==> config.mk <==
export PLATFORM = sky130hd
export DESIGN_NAME = wb_stream_writer_fifo
export DESIGN_NICKNAME = d
export VERILOG_FILES = /design/src/rtl/wb_stream_writer_fifo_pkg.sv /design/src/rtl/wb_stream_fifo_ram.sv /design/src/rtl/wb_stream_writer_fifo.sv
export SDC_FILE = /design/constraint.sdc
export NUM_CORES = 1
export LEC_CHECK = 0
export CORE_MARGIN = 1.5
export CORE_UTILIZATION = 55
export CTS_CLUSTER_DIAMETER = 50
export DETAILED_ROUTE_END_ITERATION = 10
export GPL_ROUTABILITY_DRIVEN = 1
export PLACE_DENSITY = 0.74
export SLEW_MARGIN = 20
export SYNTH_ARGS = -nofsm -noshare
export SYNTH_HDL_FRONTEND = slang
export SYNTH_SLANG_ARGS = --single-unit
==> constraint.sdc <==
create_clock -name wb_clk_i -period 9.7 [get_ports wb_clk_i]
set_clock_uncertainty 0.2 [all_clocks]
set_input_delay 1.94 -clock wb_clk_i [delete_from_list [all_inputs] [get_ports wb_clk_i]]
set_output_delay 1.94 -clock wb_clk_i [all_outputs]
set_load 0.005 [all_outputs]
==> src/rtl/wb_stream_writer_fifo_pkg.sv <==
// Shared constants for the stream-writer FIFO: byte-lane shift and depth.
package wb_stream_writer_fifo_pkg;

  // log2 of bytes per data word; converts a byte length into a word count.
  function automatic int byte_shift(input int dw);
    return $clog2(dw / 8);
  endfunction

  // Number of words held by a FIFO with aw-bit pointers.
  function automatic int fifo_depth(input int aw);
    return 1 << aw;
  endfunction

endpackage

==> src/rtl/wb_stream_fifo_ram.sv <==
// Simple dual-port RAM: one write port, one registered read port.
module wb_stream_fifo_ram #(
  parameter int AW = 4,
  parameter int DW = 32
) (
  input  logic          clk_i,
  input  logic          we_i,
  input  logic [AW-1:0] waddr_i,
  input  logic [DW-1:0] wdata_i,
  input  logic          re_i,
  input  logic [AW-1:0] raddr_i,
  output logic [DW-1:0] rdata_o
);

  logic [DW-1:0] mem_q [2**AW];
  logic [DW-1:0] rdata_q;

  // Write port.
  always_ff @(posedge clk_i) begin
    if (we_i) mem_q[waddr_i] <= wdata_i;
  end

  // Registered read; output holds its value while re_i is low.
  always_ff @(posedge clk_i) begin
    if (re_i) rdata_q <= mem_q[raddr_i];
  end

  assign rdata_o = rdata_q;

endmodule

==> src/rtl/wb_stream_writer_fifo.sv <==
// Stream-writer FIFO: buffers Wishbone read data and presents it as a
// valid/ready stream with a last flag at every buffer boundary.
// The RAM read register doubles as the output register: valid_q says it
// holds the head word, so the head is always loaded one cycle after it is
// written (no bypass) and stays put while the sink stalls.
import wb_stream_writer_fifo_pkg::*;

module wb_stream_writer_fifo #(
  parameter int WB_AW   = 32,
  parameter int WB_DW   = 32,
  parameter int FIFO_AW = 4
) (
  input  logic               wb_clk_i,
  input  logic               wb_rst_i,
  input  logic [WB_DW-1:0]   fifo_d,
  input  logic               fifo_wr,
  output logic [FIFO_AW:0]   fifo_cnt,
  input  logic               clr,
  input  logic [WB_AW-1:0]   buf_size,
  output logic [WB_DW-1:0]   stream_m_data_o,
  output logic               stream_m_valid_o,
  input  logic               stream_m_ready_i,
  output logic               stream_m_last_o,
  output logic               overflow_o
);

  localparam int DEPTH  = fifo_depth(FIFO_AW);
  localparam int BSHIFT = byte_shift(WB_DW);
  localparam logic [FIFO_AW:0] FULL_CNT = (FIFO_AW+1)'(DEPTH);

  if (FIFO_AW <= 0) begin : g_bad_aw
    $error("FIFO_AW must be greater than 0");
  end
  if (WB_DW % 8 != 0) begin : g_bad_dw
    $error("WB_DW must be a multiple of 8");
  end

  logic [FIFO_AW-1:0] wr_ptr_q, wr_ptr_d, rd_ptr_q, rd_ptr_d;
  logic [FIFO_AW:0]   cnt_q, cnt_d;
  logic               valid_q, valid_d, ovf_q, ovf_d;
  logic [WB_AW-1:0]   word_cnt_q, word_cnt_d;
  logic [WB_AW-1:0]   bw_raw, buf_words;
  logic               full, wr_acc, xfer, mem_empty, load, last;

  // Handshake decode and buffer-length derived last flag.
  always_comb begin
    full      = (cnt_q == FULL_CNT);
    wr_acc    = fifo_wr && !full && !clr;
    xfer      = valid_q && stream_m_ready_i;
    // Words still in RAM = count minus the one sitting in the output register.
    mem_empty = (cnt_q == {{FIFO_AW{1'b0}}, valid_q});
    load      = !mem_empty && (!valid_q || stream_m_ready_i) && !clr;
    bw_raw    = buf_size >> BSHIFT;
    buf_words = (bw_raw == '0) ? WB_AW'(1) : bw_raw;
    // >= so a shrunken buffer size still forces a wrap on the next transfer.
    last      = valid_q && (word_cnt_q >= buf_words - WB_AW'(1));
  end

  // Next-state for pointers, count, output valid, word counter and overflow.
  always_comb begin
    wr_ptr_d   = wr_ptr_q;
    rd_ptr_d   = rd_ptr_q;
    cnt_d      = cnt_q;
    valid_d    = valid_q;
    word_cnt_d = word_cnt_q;
    ovf_d      = ovf_q;
    if (clr) begin
      wr_ptr_d   = '0;
      rd_ptr_d   = '0;
      cnt_d      = '0;
      valid_d    = 1'b0;
      word_cnt_d = '0;
      ovf_d      = 1'b0;
    end else begin
      if (wr_acc) wr_ptr_d = wr_ptr_q + FIFO_AW'(1);
      if (fifo_wr && full) ovf_d = 1'b1;
      if (load) rd_ptr_d = rd_ptr_q + FIFO_AW'(1);
      case ({wr_acc, xfer})
        2'b10:   cnt_d = cnt_q + (FIFO_AW+1)'(1);
        2'b01:   cnt_d = cnt_q - (FIFO_AW+1)'(1);
        default: cnt_d = cnt_q;
      endcase
      if (load)      valid_d = 1'b1;
      else if (xfer) valid_d = 1'b0;
      if (xfer) word_cnt_d = last ? '0 : word_cnt_q + WB_AW'(1);
    end
  end

  // State registers with asynchronous reset.
  always_ff @(posedge wb_clk_i or posedge wb_rst_i) begin
    if (wb_rst_i) begin
      wr_ptr_q   <= '0;
      rd_ptr_q   <= '0;
      cnt_q      <= '0;
      valid_q    <= 1'b0;
      word_cnt_q <= '0;
      ovf_q      <= 1'b0;
    end else begin
      wr_ptr_q   <= wr_ptr_d;
      rd_ptr_q   <= rd_ptr_d;
      cnt_q      <= cnt_d;
      valid_q    <= valid_d;
      word_cnt_q <= word_cnt_d;
      ovf_q      <= ovf_d;
    end
  end

  wb_stream_fifo_ram #(
    .AW (FIFO_AW),
    .DW (WB_DW)
  ) u_ram (
    .clk_i   (wb_clk_i),
    .we_i    (wr_acc),
    .waddr_i (wr_ptr_q),
    .wdata_i (fifo_d),
    .re_i    (load),
    .raddr_i (rd_ptr_q),
    .rdata_o (stream_m_data_o)
  );

  assign fifo_cnt         = cnt_q;
  assign stream_m_valid_o = valid_q;
  assign stream_m_last_o  = last;
  assign overflow_o       = ovf_q;

endmodule

# After elaboration in Yosys (flattened, before gate mapping)
# Memories as Yosys holds them, arrays and structs flattened. A register that Yosys moved wholly into a read port is not among the register bits.
# Cells that the tools add are included.
# totals
reg_bits	47
mem_bits_rw	512
inputBits	69
output_inout_bits	40
wordCells	54
n_memories	1
# mem_list
memory	words	word_bits	read_ports	rd_clocked_by_memory_dff	write_ports	line	text
u_ram.mem_q	16	32	1	1	1	wb_stream_fifo_ram.sv:15	logic [DW-1:0] mem_q [2**AW];
# op_classes
addsub	6
n_lt_le_gt_ge	1
n_eq_ne	4
mux	17
reduce_logical	19
# op_table
cell	count
$mux 32	3
$add 32x1->32 const B	1
$ge 32x32->1	1
$logic_not 32->1	1
$sub 30x1->31 const B	1
$mux 30	1
$mux 4	4
$pmux 5 s2	1
$add 4x1->4 const B	2
$reduce_bool 2->1	4
$logic_and 1x1->1	7
$mux 1	7
$reduce_bool 3->1	2
$add 5x1->5 const B	1
$eq 5x1->1	1
$eq 5x5->1 const B	1
$mux 5	1
$sub 5x1->5 const B	1
$logic_not 1->1	4
$eq 2x1->1 const B	1
$eq 2x2->1 const B	1
$logic_or 1x1->1	1

# Depth between registers and ports, before layout
# logic_depth
ltp_word	8
depth_mapped	20
depth_no_buf	19

# Hierarchy
# Synthesis repeated with hierarchy kept, for this count alone.
# unflattened
hier_cells	1316
area_unflattened_um2	24130.6
# modules_own_cells
module	n_inst	cells_per_inst	area_per_inst_um2	seq_area_each_um2
wb_stream_fifo_ram	1	838	20174.3	16335.7
wb_stream_writer_fifo	1	478	3956.3	1176.1

# Worst setup path after synthesis
# No wires, ideal clock.
# synth_timing
path_kind	input port to output port
startpoint	input port buf_size[17]
endpoint	output port stream_m_last_o
t_arrival_ns	5.541
path_slack_ns	2.019
path_stages	18
n_path_buf	0
path_cell_list	or4_1 nor3_2 nand4_1 nor3_2 nor2_1 ha_1 nand3_1 nand2b_1 nand2b_4 nor2_1 xnor2_1 ha_1 and2_0 a221o_1 a221oi_1 o211ai_2 nor2_1 nor2b_1
# synth_via
elab_chain_len	5
# synth_lines
element	line	text
from (decl)	wb_stream_writer_fifo.sv:19	input logic [WB_AW-1:0] buf_size,
$logic_not 32->1	wb_stream_writer_fifo.sv:54	buf_words = (bw_raw == '0) ? WB_AW'(1) : bw_raw;
$mux 30 (*)	wb_stream_writer_fifo.sv:54	
$sub 30x1->31 (*)	wb_stream_writer_fifo.sv:56	last = valid_q && (word_cnt_q >= buf_words - WB_AW'(1));
$ge 32x32->1 (*)	wb_stream_writer_fifo.sv:56	
$logic_and 1x1->1 (*)	wb_stream_writer_fifo.sv:56	
to (decl)	wb_stream_writer_fifo.sv:23	output logic stream_m_last_o,
# Mark *: on every way between the ends. The rest lies on a longest branch, timed or not.

# Final worst setup path
# layout_timing
startpoint	input port buf_size[11]
endpoint	output port stream_m_last_o
# The elaborated chain is that of the path after synthesis.

==> out/qor.yml <==
outcome: "completed"
multiInputGateArea_mm2: 0.00647
timing.setup.tns_ns: 0
final_design_area_no_fill_mm2: 0.0278
dieHeight_um: 212
synth_warnings: 0
synthCells: 1213
cts_hold_buf: 0
fin_cells: 1991
cp_slowest_cell: "or4_4"
seq_area_frac_synth: 0.727
final_max_slew_viol_count: 0
crit_path_max_incr_delay_ns: 0.58
layout_worst_path_cycle_share: 0.946
critPathKind: "in2out"
clk_pin_slew_ns: 0.06
maxCapViolations: 0
via_count: 12100
grt_usage: 0.230
grt_pass1_wl_um: 75500
ctsResizeCount: 0
layout_common_cells: "edfxtp_1, mux4_2, clkdlybuf4s50_1, clkbuf_16, nand2_1"
layout_commonest_cell: "edfxtp_1"
first_pass_iters: 5
rows: 76
cts_root_buf: "clkbuf_16"
yosysTopAreaCell: "edfxtp_1"
finalHoldViolCount: 0
grt-ovfl-total: 0
io_buffers: 106
postCtsSetupRepairBufs: 0
worstMarginPinSlew_ns: 0.953
max_freq_ghz: 0.109
avgSynthCellArea_um2: 19.9
cts_tree: "built"
antenna_cells: 0
wl_um: 49900
clkLatencyLatePin_ns: 0.61
drive_gt1_frac: 0.218
gp_congestion: 0.795
cp.arrival_ns: 7.03
finalCriticalPeriod_ns: 9.17
cts.sinks: 591
core_mm2: 0.0432
setup_violations: 0
place_hpwl_um: 26600
start_util: 0.558
grt_pass1_vias: 12500
place_area_mm2: 0.0260
synth_area_leaders: "edfxtp_1, mux4_2, dfrtp_1"
synth_top_area_frac: 0.678
htree_num_levels: 2
synthArstFlopShare: 0.0795
synthFlopType: "edfxtp_1"
regArea_mm2: 0.0175
netlist_area_mm2: 0.0241
path_cells: "clkdlybuf4s50_1 -> or4_4 -> nor3_2 -> nand4_1 -> nor3_2 -> nor2_1 -> ha_1 -> nand3_1 -> nand2b_1 -> nand2b_4 -> nor3_1 -> xnor2_1 -> ha_1 -> nand4_1 -> nor2_1 -> nand4_1 -> a311oi_4 -> nor2_1 -> nor2b_1 -> clkdlybuf4s50_1"
ys_ff_latch: 591
yosysUniqueCellTypes: 61
p_per_area_mw_per_mm2: 222
cts.path.max_buffers: 3
slew_headroom: 0.360
antenna_left: 0
syn-num-nets: 1325
vias_per_cell: 6.07
end_kind: "output port"
leakagePower_nw: 8.94
rsz0062_at_grt: "no"
area_growth_pct: 15.5
antenna_found_initial: 1
drt_iter0_drc: 1061
cts_buffers: 58
start_kind: "input pin"
wl_per_cell_um: 25.1
required_ns: 7.56
fin_hold_ws_ns: 0.305
synth_edf_count: 544
drc: 0
pin_count: 109
crit_fanout: 5
fill_cells: 2931
fin_nets: 1472
dieArea_mm2: 0.0451
ir_drop_mv: 0.181
hp-class: "reg2reg"
grt_max_degree: 92
dpl.cell_count: 1883
die_w_um: 212
flip-flops by register name, summed over array words and instances, names as in the netlist:
signal / cells
overflow_o: 1
fifo_cnt: 5
word_cnt_q: 32
wr_ptr_q: 4
u_ram.rdata_o: 32
stream_m_valid_o: 1
u_ram.mem_q: 512
rd_ptr_q: 4
power breakdown:
part	internal (mW)	switching [mW]
Clock	1.16	0.920
Sequential	2.90	0.102
Combinational	0.627	0.466
Total	4.69	1.49
per-stage QoR:
step,util,setup slack [ns],power (mW)
6_report,0.644,0.526,6.18
5_1_grt,0.644,0.226,6.41
2_1_floorplan,-,2.02,3.79
4_1_cts,0.644,0.371,6.24
3_3_place_gp,0.603,0.507,4.15
3_5_place_dp,0.603,0.401,4.17
worst paths after layout:
check | end | cells past startpoint | slack, ns | from
min | overflow_o | 2 | 0.31 | overflow_o
min reg2reg | overflow_o | 2 | 0.31 | overflow_o
min in group asynchronous | word_cnt_q[1] | 2 | 1.61 | wb_rst_i
max | stream_m_last_o | 20 | 0.53 | buf_size[11]
max reg2reg | u_ram.rdata_o[26] | 4 | 6.07 | rd_ptr_q[1]
max in group asynchronous | rd_ptr_q[0] | 2 | 7.10 | wb_rst_i
cells by family after synthesis:
group | after synthesis | synth area share
buf+inv | 59 | 0.00966
mux | 165 | 0.152
fa+ha+maj | 43 | 0.0226
xor+xnor | 38 | 0.0138
simple gates | 245 | 0.0527
flops | 591 | 0.727
compound gates | 72 | 0.0226
cell usage after synthesis (2+ instances only):
cell,count
a21o_1,6
a21oi_1,20
a221o_1,4
a22o_1,2
a31oi_1,2
and2_1,5
and3_1,7
and4_1,3
buf_1,15
buf_2,3
clkbuf_1,28
dfrtp_1,47
edfxtp_1,544
ha_1,42
inv_1,12
mux2i_1,5
mux4_2,160
nand2_1,55
nand2b_1,9
nand3_1,34
nand4_1,15
nand4b_1,2
nor2_1,59
nor2b_1,4
nor3_1,12
nor3_2,3
nor3_4,2
nor4_1,11
o21ai_0,12
o2bb2ai_1,3
o311ai_1,6
o311ai_2,3
o31ai_1,2
or2_2,3
or3_1,10
or4_1,2
xnor2_1,27
xor2_1,11
per-layer routing:
| layer | up-vias | GRT usage | routed length [um] |
|---|---|---|---|
| met1 | 6337 | 0.325 | 20900 |
| met2 | 384 | 0.386 | 25400 |
| met4 | 2 | 0.0499 | 886 |
| met5 | - | 0 | 17 |
| met3 | 62 | 0.0338 | 2730 |
| li1 | 5306 | - | - |
final cells by class:
cell class              count  share of cell area
inverters                  12             0.00166
clock inverters            31             0.00823
well taps                 585              0.0263
multi-input cells         563               0.233
flip-flops and latches    591               0.630
clock buffers              75              0.0548
repair buffers            134              0.0462
worst max-delay path: cells and delay by family:
| kind | cells | cell delay [ns] |
|---|---|---|
| AND/OR/NAND/NOR | 14 | 2.96 |
| XOR/XNOR | 1 | 0.16 |
| AO/OA/AOI/OAI | 1 | 0.41 |
| adder cells (fa/ha/maj) | 2 | 0.55 |
| buffers and inverters | 2 | 1.01 |
Note: power is estimated with default switching activity, not from simulation.
